===== config.mk =====
export PLATFORM = sky130hd
export DESIGN_NAME = decode_ctrl_stage
export DESIGN_NICKNAME = d
export VERILOG_FILES = /design/src/rtl/decode_pkg.sv /design/src/rtl/decode_comb.sv /design/src/rtl/decode_ctrl_stage.sv
export SDC_FILE = /design/constraint.sdc
export NUM_CORES = 1
export LEC_CHECK = 0
export ABC_AREA = 1
export BUFFER_PORTS_ARGS = -buffer_cell sky130_fd_sc_hd__buf_4
export CAP_MARGIN = 20
export CORE_AREA = 2 2 94 96
export DETAILED_ROUTE_END_ITERATION = 6
export DIE_AREA = 0 0 96 98
export HOLD_SLACK_MARGIN = 0.02
export PLACE_DENSITY = 0.74
export SLEW_MARGIN = 20
export SYNTH_ARGS = -nofsm -noshare
export SYNTH_HDL_FRONTEND = slang
export SYNTH_SLANG_ARGS = --single-unit

===== constraint.sdc =====
create_clock -name clk -period 1.7 [get_ports clk]
set_clock_uncertainty 0.2 [all_clocks]
set_input_delay 0.085 -clock clk [delete_from_list [all_inputs] [get_ports clk]]
set_output_delay 0.085 -clock clk [all_outputs]
set_load 0.1 [all_outputs]

===== src/rtl/decode_pkg.sv =====
// rtl/decode_pkg.sv - shared types and constants for the decode-control stage
package decode_pkg;

    typedef enum logic [6:0] {
        OP_R      = 7'b0110011,
        OP_IMM    = 7'b0010011,
        OP_JALR   = 7'b1100111,
        OP_LOAD   = 7'b0000011,
        OP_STORE  = 7'b0100011,
        OP_BRANCH = 7'b1100011,
        OP_JAL    = 7'b1101111,
        OP_LUI    = 7'b0110111,
        OP_AUIPC  = 7'b0010111,
        OP_SYSTEM = 7'b1110011,
        OP_FENCE  = 7'b0001111
    } opcode_e;

    localparam logic [1:0] ALU_OP_LOAD_STORE = 2'b00;
    localparam logic [1:0] ALU_OP_I_TYPE     = 2'b01;
    localparam logic [1:0] ALU_OP_B_TYPE     = 2'b10;
    localparam logic [1:0] ALU_OP_R_TYPE     = 2'b11;

    localparam logic [11:0] F12_ECALL  = 12'h000;
    localparam logic [11:0] F12_EBREAK = 12'h001;
    localparam logic [11:0] F12_MRET   = 12'h302;
    localparam logic [11:0] F12_WFI    = 12'h105;

    typedef struct packed {
        logic       reg_write;
        logic       mem_write;
        logic       mem_to_reg;
        logic       branch;
        logic       alu_src;
        logic       jump;
        logic [1:0] alu_op;
        logic       lui;
        logic       auipc;
        logic       jal;
        logic       r_type;
        logic       muldiv;
        logic       csr_write;
        logic       csr_data_sel;
        logic       csr_to_reg;
        logic       is_csr;
        logic       is_mret;
        logic       is_ecall;
        logic       is_ebreak;
        logic       is_wfi;
        logic       is_fence;
        logic       illegal;
    } ctrl_t;

    typedef enum logic {
        RUN   = 1'b0,
        SLEEP = 1'b1
    } dec_state_e;

endpackage


===== src/rtl/decode_comb.sv =====
// rtl/decode_comb.sv - combinational RV32I/M/Zicsr instruction to control-bundle decoder
module decode_comb
    import decode_pkg::*;
#(
    parameter bit SUPPORT_M   = 1'b1,
    parameter bit SUPPORT_CSR = 1'b1,
    parameter bit SUPPORT_WFI = 1'b1
) (
    input  logic [31:0] instr_i,
    output ctrl_t       ctrl_o
);

    logic [2:0]  f3;
    logic [6:0]  f7;
    logic [4:0]  rd;
    logic [4:0]  rs1;
    logic [11:0] f12;
    logic        ill;

    assign f3  = instr_i[14:12];
    assign f7  = instr_i[31:25];
    assign rd  = instr_i[11:7];
    assign rs1 = instr_i[19:15];
    assign f12 = instr_i[31:20];

    // Decode by opcode class, then squash all architectural side effects if illegal
    always_comb begin
        ctrl_o = '0;
        ill    = 1'b0;
        case (opcode_e'(instr_i[6:0]))
            OP_R: begin
                ctrl_o.reg_write = 1'b1;
                ctrl_o.r_type    = 1'b1;
                ctrl_o.alu_op    = ALU_OP_R_TYPE;
                if (f7 == 7'b0000001) begin
                    if (SUPPORT_M) ctrl_o.muldiv = 1'b1;
                    else           ill = 1'b1;
                end else if (f7 == 7'b0100000) begin
                    // Only SUB and SRA use the alternate funct7
                    ill = !((f3 == 3'b000) || (f3 == 3'b101));
                end else if (f7 != 7'b0000000) begin
                    ill = 1'b1;
                end
            end
            OP_IMM: begin
                ctrl_o.reg_write = 1'b1;
                ctrl_o.alu_src   = 1'b1;
                ctrl_o.alu_op    = ALU_OP_I_TYPE;
                if (f3 == 3'b001)      ill = (f7 != 7'b0000000);
                else if (f3 == 3'b101) ill = !((f7 == 7'b0000000) || (f7 == 7'b0100000));
            end
            OP_JALR: begin
                ctrl_o.reg_write = 1'b1;
                ctrl_o.alu_src   = 1'b1;
                ctrl_o.jump      = 1'b1;
                ill = (f3 != 3'b000);
            end
            OP_LOAD: begin
                ctrl_o.reg_write  = 1'b1;
                ctrl_o.alu_src    = 1'b1;
                ctrl_o.mem_to_reg = 1'b1;
                ill = f3 inside {3'b011, 3'b110, 3'b111};
            end
            OP_STORE: begin
                ctrl_o.mem_write = 1'b1;
                ctrl_o.alu_src   = 1'b1;
                ill = (f3 > 3'b010);
            end
            OP_BRANCH: begin
                ctrl_o.branch = 1'b1;
                ctrl_o.alu_op = ALU_OP_B_TYPE;
                ill = f3 inside {3'b010, 3'b011};
            end
            OP_JAL: begin
                ctrl_o.reg_write = 1'b1;
                ctrl_o.jump      = 1'b1;
                ctrl_o.jal       = 1'b1;
            end
            OP_LUI: begin
                ctrl_o.reg_write = 1'b1;
                ctrl_o.alu_src   = 1'b1;
                ctrl_o.lui       = 1'b1;
            end
            OP_AUIPC: begin
                ctrl_o.reg_write = 1'b1;
                ctrl_o.alu_src   = 1'b1;
                ctrl_o.auipc     = 1'b1;
            end
            OP_FENCE: begin
                ctrl_o.is_fence = 1'b1;
            end
            OP_SYSTEM: begin
                if (f3 == 3'b000) begin
                    // Privileged ops require rd and rs1 both x0
                    if ((rd != 5'd0) || (rs1 != 5'd0)) begin
                        ill = 1'b1;
                    end else begin
                        case (f12)
                            F12_ECALL:  ctrl_o.is_ecall  = 1'b1;
                            F12_EBREAK: ctrl_o.is_ebreak = 1'b1;
                            F12_MRET:   ctrl_o.is_mret   = 1'b1;
                            F12_WFI:    ctrl_o.is_wfi    = SUPPORT_WFI;
                            default:    ill = 1'b1;
                        endcase
                    end
                end else if ((f3 == 3'b100) || !SUPPORT_CSR) begin
                    ill = 1'b1;
                end else begin
                    ctrl_o.is_csr       = 1'b1;
                    ctrl_o.csr_to_reg   = 1'b1;
                    ctrl_o.csr_data_sel = f3[2];
                    ctrl_o.reg_write    = (rd != 5'd0);
                    // Set/clear forms with a zero source must not write the CSR
                    ctrl_o.csr_write    = (f3[1:0] == 2'b01) || (rs1 != 5'd0);
                end
            end
            default: ill = 1'b1;
        endcase
        if (ill) begin
            ctrl_o.reg_write = 1'b0;
            ctrl_o.mem_write = 1'b0;
            ctrl_o.csr_write = 1'b0;
            ctrl_o.branch    = 1'b0;
            ctrl_o.jump      = 1'b0;
            ctrl_o.muldiv    = 1'b0;
            ctrl_o.illegal   = 1'b1;
        end
    end

endmodule


===== src/rtl/decode_ctrl_stage.sv =====
// rtl/decode_ctrl_stage.sv - registered decode stage with valid/ready handshake, flush and WFI sleep
module decode_ctrl_stage
    import decode_pkg::*;
#(
    parameter bit SUPPORT_M   = 1'b1,
    parameter bit SUPPORT_CSR = 1'b1,
    parameter bit SUPPORT_WFI = 1'b1
) (
    input  logic        clk,
    input  logic        reset_n,
    input  logic        in_valid,
    output logic        in_ready,
    input  logic [31:0] instr,
    input  logic [31:0] in_pc,
    input  logic        flush,
    input  logic        irq_pending,
    output logic        out_valid,
    input  logic        out_ready,
    output logic [31:0] out_pc,
    output logic [31:0] out_instr,
    output ctrl_t       out_ctrl,
    output logic        wfi_sleep
);

    dec_state_e  state_q, state_d;
    logic        valid_q, valid_d;
    logic [31:0] pc_q, instr_q;
    ctrl_t       ctrl_q, ctrl_dec;
    logic        accept, transfer;

    decode_comb #(
        .SUPPORT_M   (SUPPORT_M),
        .SUPPORT_CSR (SUPPORT_CSR),
        .SUPPORT_WFI (SUPPORT_WFI)
    ) u_decode_comb (
        .instr_i (instr),
        .ctrl_o  (ctrl_dec)
    );

    assign accept   = in_valid & in_ready;
    assign transfer = valid_q & out_ready;

    // Sleep FSM state register
    always_ff @(posedge clk or negedge reset_n) begin
        if (!reset_n) state_q <= RUN;
        else          state_q <= state_d;
    end

    // Sleep FSM next state: a WFI leaving the stage puts the core to sleep
    always_comb begin
        state_d = state_q;
        case (state_q)
            RUN:     if (!flush && transfer && ctrl_q.is_wfi) state_d = SLEEP;
            SLEEP:   if (irq_pending || flush)                state_d = RUN;
            default: state_d = RUN;
        endcase
    end

    // Sleep FSM outputs: stall the front end while asleep or backpressured
    always_comb begin
        wfi_sleep = (state_q == SLEEP);
        in_ready  = (state_q == RUN) & (~valid_q | out_ready) & ~flush;
    end

    // Output valid next state: flush kills, accept fills, consumption empties
    always_comb begin
        valid_d = valid_q;
        if (flush)         valid_d = 1'b0;
        else if (accept)   valid_d = 1'b1;
        else if (transfer) valid_d = 1'b0;
    end

    // Pipeline register; payload only moves on an accepted instruction
    always_ff @(posedge clk or negedge reset_n) begin
        if (!reset_n) begin
            valid_q <= 1'b0;
            pc_q    <= '0;
            instr_q <= '0;
            ctrl_q  <= '0;
        end else begin
            valid_q <= valid_d;
            if (accept) begin
                pc_q    <= in_pc;
                instr_q <= instr;
                ctrl_q  <= ctrl_dec;
            end
        end
    end

    assign out_valid = valid_q;
    assign out_pc    = pc_q;
    assign out_instr = instr_q;
    assign out_ctrl  = ctrl_q;

endmodule

Word level (Yosys, flattened, before mapping)
Cells that the tools add are included.
{"block": "word_totals", "reg_bits": 89, "word_cells": 129, "output_inout_bits": 90}
{"block": "op_classes", "eq_ne": 24, "magnitude_cmp": 1, "bitwise": 8, "mux": 45, "n_reduce_logical": 25}
{"operator": "$mux 1", "count": 33}
{"operator": "$eq 7x6->1 const B", "count": 4}
{"operator": "$eq 7x7->1 const B", "count": 4}
{"operator": "$mux 4", "count": 4}
{"operator": "$eq 7x5->1 const B", "count": 2}
{"operator": "$eq 12x1->1 const B", "count": 1}
{"operator": "$eq 12x10->1 const B", "count": 1}
{"operator": "$eq 12x9->1 const B", "count": 1}
{"operator": "$eq 3x3->1 const B", "count": 4}
{"operator": "$logic_not 12->1", "count": 1}
{"operator": "$reduce_bool 5->1", "count": 2}
{"operator": "$reduce_bool 3->1", "count": 3}
{"operator": "$mux 8", "count": 1}
{"operator": "$pmux 1 s8", "count": 1}
{"operator": "$reduce_or 4->1", "count": 2}
{"operator": "$eq 7x1->1 const B", "count": 1}
{"operator": "$eq 7x2->1 const B", "count": 1}
{"operator": "$eq 7x4->1 const B", "count": 1}
{"operator": "$logic_not 7->1", "count": 1}
{"operator": "$reduce_bool 7->1", "count": 1}
{"operator": "$reduce_or 7->1", "count": 1}
{"operator": "$eq 3x2->1 const B", "count": 2}
{"operator": "$mux 2", "count": 3}
{"operator": "$pmux 2 s3", "count": 1}
{"operator": "14 further kinds", "count": 27}

Longest topological paths before layout
{"block": "logic_depth", "ltp_word": 7, "mapped_depth": 12, "depth_no_buf": 12}

Cells and area by module
Synthesis repeated with hierarchy kept, for this count alone.
{"block": "unflattened", "cells_unflattened": 548, "hier_area_um2": 4384.2}
{"mod": "decode_ctrl_stage", "area_per_inst_um2": 3643.5, "cells_each": 399, "n_inst": 1, "seq_area_each_um2": 2227.1}
{"mod": "decode_comb", "area_per_inst_um2": 740.7, "cells_each": 149, "n_inst": 1, "seq_area_each_um2": 0.0}

Least setup slack after synthesis
OpenSTA, ideal clock, no wires.
{"block": "synth_path", "kind": "register -> register", "startpoint": "reg state_q (netlist: wfi_sleep)", "endpoint": "reg ctrl_q (netlist bit out_ctrl[20])", "t_arrival_ns": 2.390, "path_buffers": 2, "path_slack_ns": -1.022, "setup_time_ns": 0.131, "path_stages_with_launch": 9, "cell_sequence": "dfrtp_1 nor2_1 nand2_1 inv_1 nand2_1 buf_2 clkbuf_1 nand2_1 o21ai_0"}
{"block": "synth_via", "elab_chain_cells": 4}
{"element": "from (decl)", "line_no": "decode_ctrl_stage.sv:25", "rtl": "dec_state_e state_q, state_d;"}
{"element": "from (signal assigned)", "line_no": "decode_ctrl_stage.sv:46", "rtl": "else state_q <= state_d;"}
{"element": "$not 1->1"}
{"element": "$and 1x1->1 (2 in a row)", "line_no": "decode_ctrl_stage.sv:62", "rtl": "in_ready = (state_q == RUN) & (~valid_q | out_ready) & ~flush;"}
{"element": "net in_ready", "line_no": "decode_ctrl_stage.sv:12", "rtl": "output logic in_ready,"}
{"element": "$and 1x1->1", "line_no": "decode_ctrl_stage.sv:40", "rtl": "assign accept = in_valid & in_ready;"}
{"element": "to (signal assigned)", "line_no": "decode_ctrl_stage.sv:85", "rtl": "ctrl_q <= ctrl_dec;"}
{"element": "to (decl)", "line_no": "decode_ctrl_stage.sv:28", "rtl": "ctrl_t ctrl_q, ctrl_dec;"}
The timed path passes the listed nets, and every way through them passes these cells.
A chain may end at the register's enable or synchronous reset.

Worst setup path in the final report
{"block": "layout_path", "startpoint": "reg state_q (netlist: wfi_sleep)", "endpoint": "reg ctrl_q (netlist bit out_ctrl[18])"}
{"block": "layout_via", "elab_chain_cells": 4}
{"element": "$not 1->1"}
{"element": "$and 1x1->1 (2 in a row)", "line_no": "decode_ctrl_stage.sv:62"}
{"element": "$and 1x1->1", "line_no": "decode_ctrl_stage.sv:40"}
Every way passes these cells.

==> impl_metrics.py <==
metrics = {
    "run_status": {
        "status": "finished, violations left",
        "violations": "DRC, hold timing",
    },
    "placed_design": {
        "globalplace.congestion": 0.884,
        "place_area_um2": 5350,
        "dp_hpwl_um": 7860,
        "dp_cells": 737,
        "io_buffer_count": 159,
        "pre_cts_ws_ns": -0.0660,
    },
    "grt": {
        "grt_pass1_vias": 4111,
        "track_usage_pct": 26.8,
        "antenna_found_initial": 0,
        "overflow": 0,
        "grt_max_degree": 89,
        "grt_pass1_wl_um": 19700,
    },
    "route": {
        "ant_nets": 0,
        "drt_iter0_drc": 170,
        "wire_per_inst_um": 15.4,
        "wl_um": 12900,
        "viasPerCell": 5.07,
        "routed-via-count": 4225,
        "drcViolationCount": 6,
        "drt_pass1_iterations": 7,
    },
    "timing": {
        "setup_viol": 0,
        "slew_headroom_pct": 69.1,
        "period_share_pct": 99.8,
        "worst_pin_slew_ns": 0.460,
        "rsz0062_at_grt": "yes",
        "post-route-min-period_ns": 1.70,
        "max_freq_mhz": 589,
        "drv_slew": 0,
        "worst_slack_ns": 0.00356,
        "hold_violations": 9,
        "whs_ns": -0.207,
    },
    "logic_synthesis": {
        "yosysSeqAreaShare_pct": 55.9,
        "synth_warnings": 0,
        "synth_mux_area_share_pct": 0,
        "synthXorXnorAreaFrac_pct": 0,
        "synth_seq_cells": 88,
        "synth-simple-area-share_pct": 30.1,
        "synth_fa_ha_area_share_pct": 0,
        "ys_top_cells_by_count": "nand2_1, dfrtp_1, o21ai_0",
        "avgSynthCellArea_um2": 8.30,
        "yosysTopAreaCellShare_pct": 55.9,
        "syn_nets": 545,
        "synth_top_area_cell": "dfrtp_1",
        "synth_flop_cell": "dfrtp_1",
        "synth_top_family_by_area": "simple AND/OR/NAND/NOR gates",
        "yosys-top-cells-area": "dfrtp_1, nand2_1, o21ai_0, inv_1, nor2_1",
        "async_flop_share_pct": 100,
        "synth.cell_area_um2": 3940,
        "synth_compound_area_share_pct": 7.65,
        "synth-edff-count": 0,
        "synth_cell_types": 30,
        "syn_inst": 475,
        "yosysMostFrequentCell": "nand2_1",
    },
    "pwr": {
        "totalPowerFinal_mw": 7.23,
        "p_per_area_nw_per_um2": 1080,
        "leakagePower_nw": 3.48,
        "peakVddDrop_mv": 0.668,
    },
    "floorplan": {
        "fp.dieW_um": 96,
        "dieArea_um2": 9410,
        "die_y_um": 98,
        "rows": 34,
        "ioPinCount": 160,
        "start_util_pct": 46.6,
        "core-area_um2": 8470,
    },
    "clocking": {
        "cts_buffers": 9,
        "clock_latency_ns": 0.35,
        "clk_path_buf_depth": 2,
        "clk_pin_slew_ns": 0.10,
        "ctsHtreeMaxLevel": 3,
        "cts_tree": "built",
        "cts_sinks": 88,
        "root_buffer": "clkbuf_8",
    },
    "setup_path": {
        "cp-start-kind": "flip-flop",
        "critPathTopFamily": "flip-flops",
        "cp.arrival_ns": 1.74,
        "critical_path_required_ns": 1.75,
        "crit_type": "reg -> reg",
        "crit_path_max_incr_delay_ns": 0.50,
        "cp_max_fo": 9,
        "cp.buffers_inverters": 2,
        "end_kind": "flip-flop",
        "cp_cell_sequence": "nor2_4 -> nand2_2 -> clkinvlp_4 -> nand2_8 -> clkbuf_16 -> a211oi_4 -> a2bb2oi_1",
        "cpMaxStageDelayCell": "dfrtp_4",
    },
    "layout": {
        "n_fill_cell": 562,
        "drive_above_1_share_pct": 38.3,
        "design_area_um2": 6670,
        "area_growth_pct": 69.3,
        "fin_nets": 791,
        "diodes": 0,
        "final_cells": 834,
    },
    "min_path": {
        "hp-class": "in -> reg",
    },
    "run": {
        "maxCapViolCount": 0,
    },
}
==> per-layer routing <==
| metal | wire [um] | up-vias | track usage (%) |
|---|---|---|---|
| li1 | - | 1975 | - |
| met1 | 5190 | 2019 | 34.4 |
| met2 | 6440 | 199 | 45.3 |
| met3 | 876 | 32 | 3.86 |
| met4 | 362 | 0 | 10.2 |
| met5 | 0 | - | 0 |
==> layout make-up <==
type	count	area, um^2	share of cell area, %
tap	108	135	2.02
clock inverter	7	101	1.52
timing repair buffer	253	2220	33.3
sequential	88	2210	33.1
clock buffer	9	124	1.86
multi-input combinational	328	1710	25.7
inverter	40	164	2.46
timing repair inverter	1	6.26	0.0937
==> registers in the layout, indices dropped and copies added (netlist names) <==
name,cells
out_pc,32
out_instr,32
wfi_sleep,1
out_valid,1
out_ctrl,22
==> where the power goes <==
group	total, mW	leakage, nW	switching [mW]	internal, mW
clock	1.66	0.112	0.814	0.846
combinational	3.09	2.25	2.37	0.717
sequential	2.48	1.12	0.146	2.33
==> cell families after synthesis <==
kind of cell | count (synthesis)
AO/OA/AOI/OAI | 52
flip-flops | 88
AND/OR/NAND/NOR | 276
buffers and inverters | 59
==> worst paths after layout <==
kind	cells past startpoint	end	slack, ns	startpoint
max	7	out_ctrl[18]	0.004	wfi_sleep
min	3	out_instr[29]	-0.21	instr[29]
max reg2reg	7	out_ctrl[18]	0.004	wfi_sleep
min reg2reg	2	out_instr[14]	0.29	out_instr[14]
max in group asynchronous	3	wfi_sleep	0.83	reset_n
min in group asynchronous	3	out_instr[8]	0.08	reset_n
==> repair_timing <==
item,CTS,global route
endpoints found under the hold margin,171,10
endpoints found under the setup margin,29,77
cloned,0,4
setup buffers,0,5
hold buffers,77,2
pin swaps,0,27
resized for setup,5,80
==> through the flow <==
| step | utilization, % | setup TNS [ns] |
|---|---|---|
| 5_1_grt | 78.8 | -0.689 |
| 6_report | 78.8 | 0 |
| 2_1_floorplan | - | -44.32 |
| 4_1_cts | 75.1 | 0 |
| 3_5_place_dp | 63.2 | -0.983 |
| 3_3_place_gp | 63.2 | 0 |
==> cells in the final DEF (no fill, tap or decap), types with 5 or more instances in the layout <==
| master | netlist | routed |
|---|---|---|
| nand2_1 | 204 | 184 |
| buf_4 | 1 | 164 |
| dfrtp_1 | 88 | 86 |
| dlygate4sd3_1 | 0 | 74 |
| inv_1 | 31 | 25 |
| nand2_2 | 4 | 21 |
| o21ai_0 | 32 | 18 |
| o21ai_1 | 2 | 15 |
| nor2_4 | 3 | 13 |
| nand3_1 | 15 | 13 |
| nor2_1 | 25 | 12 |
| inv_2 | 9 | 12 |
| nor2_2 | 6 | 9 |
| clkbuf_8 | 1 | 9 |
| nand3_2 | 5 | 5 |
==> worst min-delay path: stages <==
cell and delay, ns:
buf_4 0.12, nand2_1 0.07, nand2_1 0.06
Power figures use the tool's default switching activity.
